$ cat config.mk
export PLATFORM = sky130hd
export DESIGN_NAME = fp_norm_pipe
export DESIGN_NICKNAME = d
export VERILOG_FILES = /design/src/rtl/fp_pkg.sv /design/src/rtl/lzc_2bitaligned_bigendian.sv /design/src/rtl/fp_norm_pipe.sv
export SDC_FILE = /design/constraint.sdc
export NUM_CORES = 1
export LEC_CHECK = 0
export CORE_UTILIZATION = 55
export CTS_CLUSTER_SIZE = 8
export DETAILED_ROUTE_END_ITERATION = 12
export DONT_BUFFER_PORTS = 1
export PLACE_DENSITY = 0.84
export SYNTH_ARGS = -nofsm -noshare
export SYNTH_HDL_FRONTEND = slang
export SYNTH_SLANG_ARGS = --single-unit
$ cat constraint.sdc
create_clock -name clk -period 2.05 [get_ports clk]
set_clock_uncertainty 0.05 [all_clocks]
set_input_delay 0.3075 -clock clk [delete_from_list [all_inputs] [get_ports clk]]
set_output_delay 0.3075 -clock clk [all_outputs]
set_load 0.1 [all_outputs]
$ cat src/rtl/fp_pkg.sv
// Shared widths and the normalised-result record for the approximate-FP datapath.
package fp_pkg;

    localparam int FP_MANT_W = 16;
    localparam int FP_EXP_W  = 8;
    localparam int FP_LZ_W   = $clog2(FP_MANT_W);

    typedef struct packed {
        logic                 sign;
        logic [FP_EXP_W-1:0]  exp;
        logic [FP_MANT_W-1:0] mant;
        logic                 zero;
        logic                 uflow;
    } norm_res_t;

endpackage

$ cat src/rtl/lzc_2bitaligned_bigendian.sv
// Leading-zero counter built as a tree of 2-bit leaves, MSB-first; valid_o=0 when data_i is all zero.
module lzc_2bitaligned_bigendian #(
    parameter int WIDTH = 16,
    localparam int CNT_W = $clog2(WIDTH)
) (
    input  logic [WIDTH-1:0] data_i,
    output logic [CNT_W-1:0] cnt_o,
    output logic             valid_o
);

    localparam int NP = WIDTH / 2;

    always_comb begin
        logic [NP-1:0]    v;
        logic [CNT_W-1:0] c [NP];
        for (int i = 0; i < NP; i++) begin
            v[i]    = data_i[WIDTH-1-2*i] | data_i[WIDTH-2-2*i];
            c[i]    = '0;
            c[i][0] = ~data_i[WIDTH-1-2*i];
        end
        // Each level merges neighbour pairs in place; a zero left half adds 2^l to the right count.
        for (int l = 1; l < CNT_W; l++) begin
            for (int j = 0; j < (NP >> l); j++) begin
                c[j] = v[2*j] ? c[2*j] : (c[2*j+1] | (CNT_W'(1) << l));
                v[j] = v[2*j] | v[2*j+1];
            end
        end
        cnt_o   = c[0];
        valid_o = v[0];
    end

endmodule

$ cat src/rtl/fp_norm_pipe.sv
// Two-stage normaliser: S1 registers operands plus leading-zero count, S2 shifts and
// adjusts the exponent, flushing to zero when the exponent would underflow.
module fp_norm_pipe #(
    parameter int MANT_W = fp_pkg::FP_MANT_W,
    parameter int EXP_W  = fp_pkg::FP_EXP_W
) (
    input  logic              clk,
    input  logic              rst_n,
    input  logic              in_valid,
    output logic              in_ready,
    input  logic              in_sign,
    input  logic [EXP_W-1:0]  in_exp,
    input  logic [MANT_W-1:0] in_mant,
    output logic              out_valid,
    input  logic              out_ready,
    output logic              out_sign,
    output logic [EXP_W-1:0]  out_exp,
    output logic [MANT_W-1:0] out_mant,
    output logic              out_zero,
    output logic              out_uflow
);

    import fp_pkg::*;

    localparam int LZ_W = $clog2(MANT_W);

    typedef struct packed {
        logic              sign;
        logic [EXP_W-1:0]  exp;
        logic [MANT_W-1:0] mant;
        logic              zero;
        logic              uflow;
    } res_t;

    logic              s1_v_q,    s1_v_d;
    logic              s1_sign_q, s1_sign_d;
    logic [EXP_W-1:0]  s1_exp_q,  s1_exp_d;
    logic [MANT_W-1:0] s1_mant_q, s1_mant_d;
    logic [LZ_W-1:0]   s1_lz_q,   s1_lz_d;
    logic              s1_nz_q,   s1_nz_d;
    logic              s2_v_q,    s2_v_d;
    res_t              out_q,     out_d;

    logic [LZ_W-1:0]   lz_cnt;
    logic              lz_nz;
    logic              s1_load;
    logic              s2_load;
    logic [MANT_W-1:0] mant_sh;
    logic [EXP_W-1:0]  lz_ext;
    res_t              res;

    lzc_2bitaligned_bigendian #(.WIDTH(MANT_W)) u_lzc (
        .data_i  (in_mant),
        .cnt_o   (lz_cnt),
        .valid_o (lz_nz)
    );

    always_comb begin
        s2_load = !s2_v_q || out_ready;
        s1_load = !s1_v_q || s2_load;

        mant_sh = s1_mant_q;
        for (int k = 0; k < LZ_W; k++) begin
            if (s1_lz_q[k]) begin
                mant_sh = mant_sh << (1 << k);
            end
        end
        lz_ext = EXP_W'(s1_lz_q);

        res.sign  = s1_sign_q;
        res.exp   = '0;
        res.mant  = '0;
        res.zero  = 1'b0;
        res.uflow = 1'b0;
        if (!s1_nz_q) begin
            res.zero = 1'b1;
        end else if (lz_ext < s1_exp_q) begin
            res.mant = mant_sh;
            res.exp  = s1_exp_q - lz_ext;
        end else begin
            res.uflow = 1'b1;
        end

        s1_v_d    = s1_v_q;
        s1_sign_d = s1_sign_q;
        s1_exp_d  = s1_exp_q;
        s1_mant_d = s1_mant_q;
        s1_lz_d   = s1_lz_q;
        s1_nz_d   = s1_nz_q;
        s2_v_d    = s2_v_q;
        out_d     = out_q;

        if (s1_load) begin
            s1_v_d = in_valid;
            if (in_valid) begin
                s1_sign_d = in_sign;
                s1_exp_d  = in_exp;
                s1_mant_d = in_mant;
                s1_lz_d   = lz_cnt;
                s1_nz_d   = lz_nz;
            end
        end

        // Output data only moves when a real beat arrives, so it holds through stalls and bubbles.
        if (s2_load) begin
            s2_v_d = s1_v_q;
            if (s1_v_q) begin
                out_d = res;
            end
        end
    end

    always_ff @(posedge clk or negedge rst_n) begin
        if (!rst_n) begin
            s1_v_q    <= 1'b0;
            s1_sign_q <= 1'b0;
            s1_exp_q  <= '0;
            s1_mant_q <= '0;
            s1_lz_q   <= '0;
            s1_nz_q   <= 1'b0;
            s2_v_q    <= 1'b0;
            out_q     <= '0;
        end else begin
            s1_v_q    <= s1_v_d;
            s1_sign_q <= s1_sign_d;
            s1_exp_q  <= s1_exp_d;
            s1_mant_q <= s1_mant_d;
            s1_lz_q   <= s1_lz_d;
            s1_nz_q   <= s1_nz_d;
            s2_v_q    <= s2_v_d;
            out_q     <= out_d;
        end
    end

    assign in_ready  = s1_load;
    assign out_valid = s2_v_q;
    assign out_sign  = out_q.sign;
    assign out_exp   = out_q.exp;
    assign out_mant  = out_q.mant;
    assign out_zero  = out_q.zero;
    assign out_uflow = out_q.uflow;

endmodule

* Word level (Yosys, flattened, before mapping)
Cells that the tools add are included.
Operators by class: $add $sub $neg 1, reduce and logical (&&, ||, !) cells 6, multiplexer cells 16, magnitude comparators 1, bitwise gates (word level) 23
Operators by type and width (count):
- two-way mux 16 bit | 4
- two-way mux 24 bit | 2
- bitwise OR 1 bit | 15
- < comparator 4 x 8 -> 1 bit | 1
- two-way mux 2 bit | 4
- two-way mux 4 bit | 2
- inverter 1 bit | 8
- subtractor 8 x 4 -> 8 bit | 1
- AND reduction 2 bit | 2
- two-way mux 1 bit | 3
- two-way mux 3 bit | 1
- zero test 1 bit | 2
- logical OR 1 bit | 2
Word-level totals: flip-flop bits (word level) 59, input bits 29

* Logic depth before layout (Yosys ltp)
depth after elaboration 6, mapped depth 10, depth with buffers taken out 9

* By module
Synthesis repeated with hierarchy kept, for this count alone.
Unflattened totals: cell total of the unflattened synthesis 274, area, all modules 3171.8 um^2
Modules (own cells, without submodules):
- fp_norm_pipe | area an instance 3024.2 um^2, cells each 249, instances 1
- lzc_2bitaligned_bigendian | area an instance 147.6 um^2, cells each 25, instances 1

* Worst setup path before layout
No wires, ideal clock.
kind register to register, start register s2_v_q (netlist: out_valid), end register s1_exp_q[2], arrival time 3.179 ns, cell stages (with the launch flop) 5, slack -1.304 ns, required time 1.875 ns, path buffers 1, path through dfrtp_1 -> nand3b_1 -> nand2_1 -> buf_2 -> mux2_2
On the way: word-level cells in the longest chain between the ends 4
Ends and longest elaborated chain:
- start, declared | RTL line fp_norm_pipe.sv:41 | logic s2_v_q, s2_v_d;
- start signal, assigned | RTL line fp_norm_pipe.sv:130 | s2_v_q <= s2_v_d;
- zero test 1 bit | RTL line fp_norm_pipe.sv:59 | s2_load = !s2_v_q || out_ready;
- logical OR 1 bit | RTL line fp_norm_pipe.sv:59
- logical OR 1 bit | RTL line fp_norm_pipe.sv:60 | s1_load = !s1_v_q || s2_load;
- net in_ready | RTL line fp_norm_pipe.sv:10 | output logic in_ready,
- AND reduction 2 bit (no source line)
- end signal, assigned | RTL line fp_norm_pipe.sv:126 | s1_exp_q <= s1_exp_d;
- end, declared | RTL line fp_norm_pipe.sv:37 | logic [EXP_W-1:0] s1_exp_q, s1_exp_d;
The timed path passes the listed nets, and every way through them passes these cells. A chain may end at the register's enable or synchronous reset.

* Final worst setup path
start register s1_exp_q[0], end register out_q (netlist bit out_mant[7])
On the way: word-level cells in the longest chain between the ends 3
Ends and longest elaborated chain:
- < comparator 4 x 8 -> 1 bit | RTL line fp_norm_pipe.sv:77 | end else if (lz_ext < s1_exp_q) begin
- two-way mux 24 bit | RTL line fp_norm_pipe.sv:77
- two-way mux 24 bit | RTL line fp_norm_pipe.sv:75 | if (!s1_nz_q) begin
- end signal, assigned | RTL line fp_norm_pipe.sv:131 | out_q <= out_d;
- end, declared | RTL line fp_norm_pipe.sv:42 | res_t out_q, out_d;
Every way passes these cells.

==> results_dict.tcl <==
set metrics [dict create \
    drv_cap 0 \
    synth_nets 309 \
    gp_congestion 0.923 \
    async_reset_ff_share_pct 100 \
    comb_power_share_pct 40.5 \
    cp.arrival_ns 2.27 \
    rows 27 \
    synth_seq_cells 59 \
    route.vias.total 2434 \
    drive_gt1_share_pct 34.2 \
    syn_area_mm2 0.00314 \
    synth-edff-count 0 \
    core_mm2 0.00551 \
    period_minus_slack_ns 2.09 \
    grt_max_degree 60 \
    ys_warn_count 0 \
    dp.cells 374 \
    clkTransAtPathRegs_ns 0.07 \
    violations "negative setup slack" \
    holdWs_ns 0.0187 \
    die_y_um 77.6 \
    p_seq_share_pct 38.3 \
    grt_usage_pct 26.4 \
    hold_viol_final 0 \
    r2r-start "s1_exp_q[0]" \
    grt_overflow 0 \
    hp-class "input pin to flip-flop" \
    pwr_density_cell_mw_per_mm2 1400 \
    cp-end-kind "flip-flop" \
    post_drt_wl_per_cell_um 18.3 \
    first_iter_violations 272 \
    status "finished, violations left" \
    place_area_mm2 0.00352 \
    synthCells 275 \
    stdcell_count 397 \
    reg2reg_depth 9 \
    finalMaxSlewViolations 0 \
    crit_type "flip-flop to flip-flop" \
    period_share_pct 102 \
    root_buffer "clkbuf_8" \
    dp_hpwl_um 5150 \
    ios 58 \
    cts.sinks 59 \
    antenna_found_initial 0 \
    leakagePower_nw 1.74 \
    fp.dieW_um 77.6 \
    ant_nets 0 \
    setup_slack_ns -0.0351 \
    seq_area_frac_synth_pct 47.0 \
    cp.required_ns 2.23 \
    critPathLaunchType "flip-flop" \
    start_util_pct 57.1 \
    clkPwrFrac_pct 21.3 \
    nNetsFinal 354 \
    syn2layout_area_growth_pct 23.2 \
    r2r_end "out_mant[7]" \
    firstDrtPassIters 4 \
    fillers 377 \
    dieArea_mm2 0.00602 \
    setup_tns_ns -0.192 \
    io_buffers 0 \
    hp-start "in_mant[15]" \
    vias_per_cell 6.13 \
    design_area_mm2 0.00387 \
    cts_buffers 9 \
    path_max_fanout 7 \
    tightest_slew_ns 0.923 \
    synth.distinct_cells 46 \
    drc 0 \
    htree_levels 3 \
    rsz0062_at_grt "true" \
    grt_pass1_vias 2464 \
    finalPower_mw 5.41 \
    holdPathEnd "s1_lz_q[0]" \
    p_switching_mw 2.60 \
    setup_viol 12 \
    synth.avg_cell_area_um2 11.4 \
    clockBufferDepth 2 \
    grt_pass1_wl_um 12200 \
    tritoncts "built" \
    clk_latency_ns 0.34 \
    peakVddDrop_mv 1.03 \
    relSlewSlack_pct 38.5 \
    switching_share_pct 48.1 \
    num_antenna_cells 0 \
    fmax_ghz 0.480 \
    rrSetupSlack_ns -0.04 \
    wirelength_um 7250 \
    hold_depth 1 \
    synthFlopType "dfrtp_1" \
    p_int_mw 2.81 \
]
-- sequential cells by signal (all words and copies together), names as in the netlist --
signal,count
out_mant,16
s1_mant_q,16
out_exp,8
s1_exp_q,8
s1_lz_q,4
out_sign,1
out_uflow,1
out_valid,1
out_zero,1
s1_nz_q,1
s1_sign_q,1
s1_v_q,1
-- cells in the final DEF, fill, tap and decap left out, types with 6 or more instances in the layout --
cell type / netlist / final
buf_4: 0 / 41
o21ai_0: 20 / 17
nor3_1: 6 / 6
mux2i_1: 16 / 15
mux2_2: 28 / 12
nor2_1: 13 / 13
nand2_1: 32 / 30
mux2_4: 0 / 16
clkbuf_8: 2 / 9
a22o_1: 7 / 7
dfrtp_1: 59 / 58
-- per-layer routing --
metal | routed length [µm] | vias to the layer above | global-route usage, %
li1 | - | 1120 | -
met1 | 3160 | 1214 | 35.0
met2 | 3560 | 90 | 41.9
met3 | 441 | 10 | 7.06
met4 | 83 | 0 | 8.87
met5 | 0 | - | 0
-- worst max path at each step --
stage	startpoint	slack, ns	depth (start not counted)	endpoint
after floorplan	out_valid	-0.53	4	s1_mant_q[3]
after global placement	s1_exp_q[0]	-0.02	9	out_mant[7]
after detailed placement	s1_exp_q[0]	-0.08	9	out_mant[7]
after CTS	s1_exp_q[0]	-0.07	10	out_mant[11]
after global routing	s1_exp_q[1]	-0.14	6	out_mant[10]
final	s1_exp_q[0]	-0.04	9	out_mant[7]
-- area by class of cell --
class	instances	area (µm²)	area share [%]
multi-input cells	196	1690	43.5
clock inverters	7	92.6	2.39
repair buffers	45	368	9.50
inverters	9	33.8	0.872
clock buffers	9	124	3.20
well taps	72	90.1	2.33
flip-flops and latches	59	1480	38.2
-- per-stage QoR --
stage | setup slack (ns) | utilization, %
finish | -0.0351 | 70.3
global placement | -0.0152 | 64.0
CTS | -0.0725 | 69.2
detailed placement | -0.0806 | 64.0
floorplan | -0.529 | -
global route | -0.137 | 70.3
-- cells in the mapped netlist (all sizes together), types with 3 or more instances --
| master | instances | area, µm² |
|---|---|---|
| a21oi | 6 | 30.0 |
| a22o | 8 | 71.3 |
| a32o | 4 | 40.0 |
| a32oi | 4 | 35.0 |
| buf | 7 | 68.8 |
| clkbuf | 5 | 38.8 |
| dfrtp | 59 | 1480 |
| ha | 4 | 50.1 |
| inv | 8 | 30.0 |
| mux2 | 28 | 315 |
| mux2i | 16 | 160 |
| mux4 | 7 | 176 |
| nand2 | 33 | 126 |
| nand2b | 5 | 31.3 |
| nand3 | 4 | 20.0 |
| nor2 | 13 | 48.8 |
| nor3 | 6 | 30.0 |
| nor4 | 4 | 25.0 |
| o21a | 3 | 22.5 |
| o21ai | 20 | 100 |
| o31ai | 4 | 30.0 |
| xnor2 | 3 | 26.3 |
-- power by group through the flow --
stage          clock [mW]  combinational [mW]  sequential, mW
2_1_floorplan           0               0.762            2.93
3_3_place_gp            0                2.02            2.07
3_5_place_dp            0                2.07            2.08
4_1_cts              1.16                2.13            2.06
5_1_grt              1.21                2.30            2.10
6_report             1.15                2.19            2.07
-- timing repair --
action | 4_1_cts | 5_1_grt
hold buffers | 2 | 0
endpoints found under the setup margin | 19 | 25
cloned | 1 | 0
pin swaps | 8 | 4
endpoints found under the hold margin | 59 | 0
buffers inserted | 2 | 2
resized for setup | 3 | 16
-- cell families after synthesis --
family                   count (synthesis)  synth area share (%)
AO/OA/AOI/OAI                           60                  13.3
XOR/XNOR                                 3                 0.836
adder cells (fa/ha/maj)                  5                  2.23
buffers and inverters                   21                  4.50
flip-flops                              59                  47.0
multiplexers                            51                  20.7
AND/OR/NAND/NOR                         76                  11.4
-- critical path, stage by stage, from the launching register on --
cell and delay, ns:
dfrtp_1 0.40, inv_2 0.07, ha_4 0.14, inv_2 0.04, fa_2 0.35, a21o_1 0.19, a21oi_4 0.19, o22ai_4 0.15
and2_4 0.19, a22o_4 0.21
No activity file was read; power rests on OpenSTA's default activity.
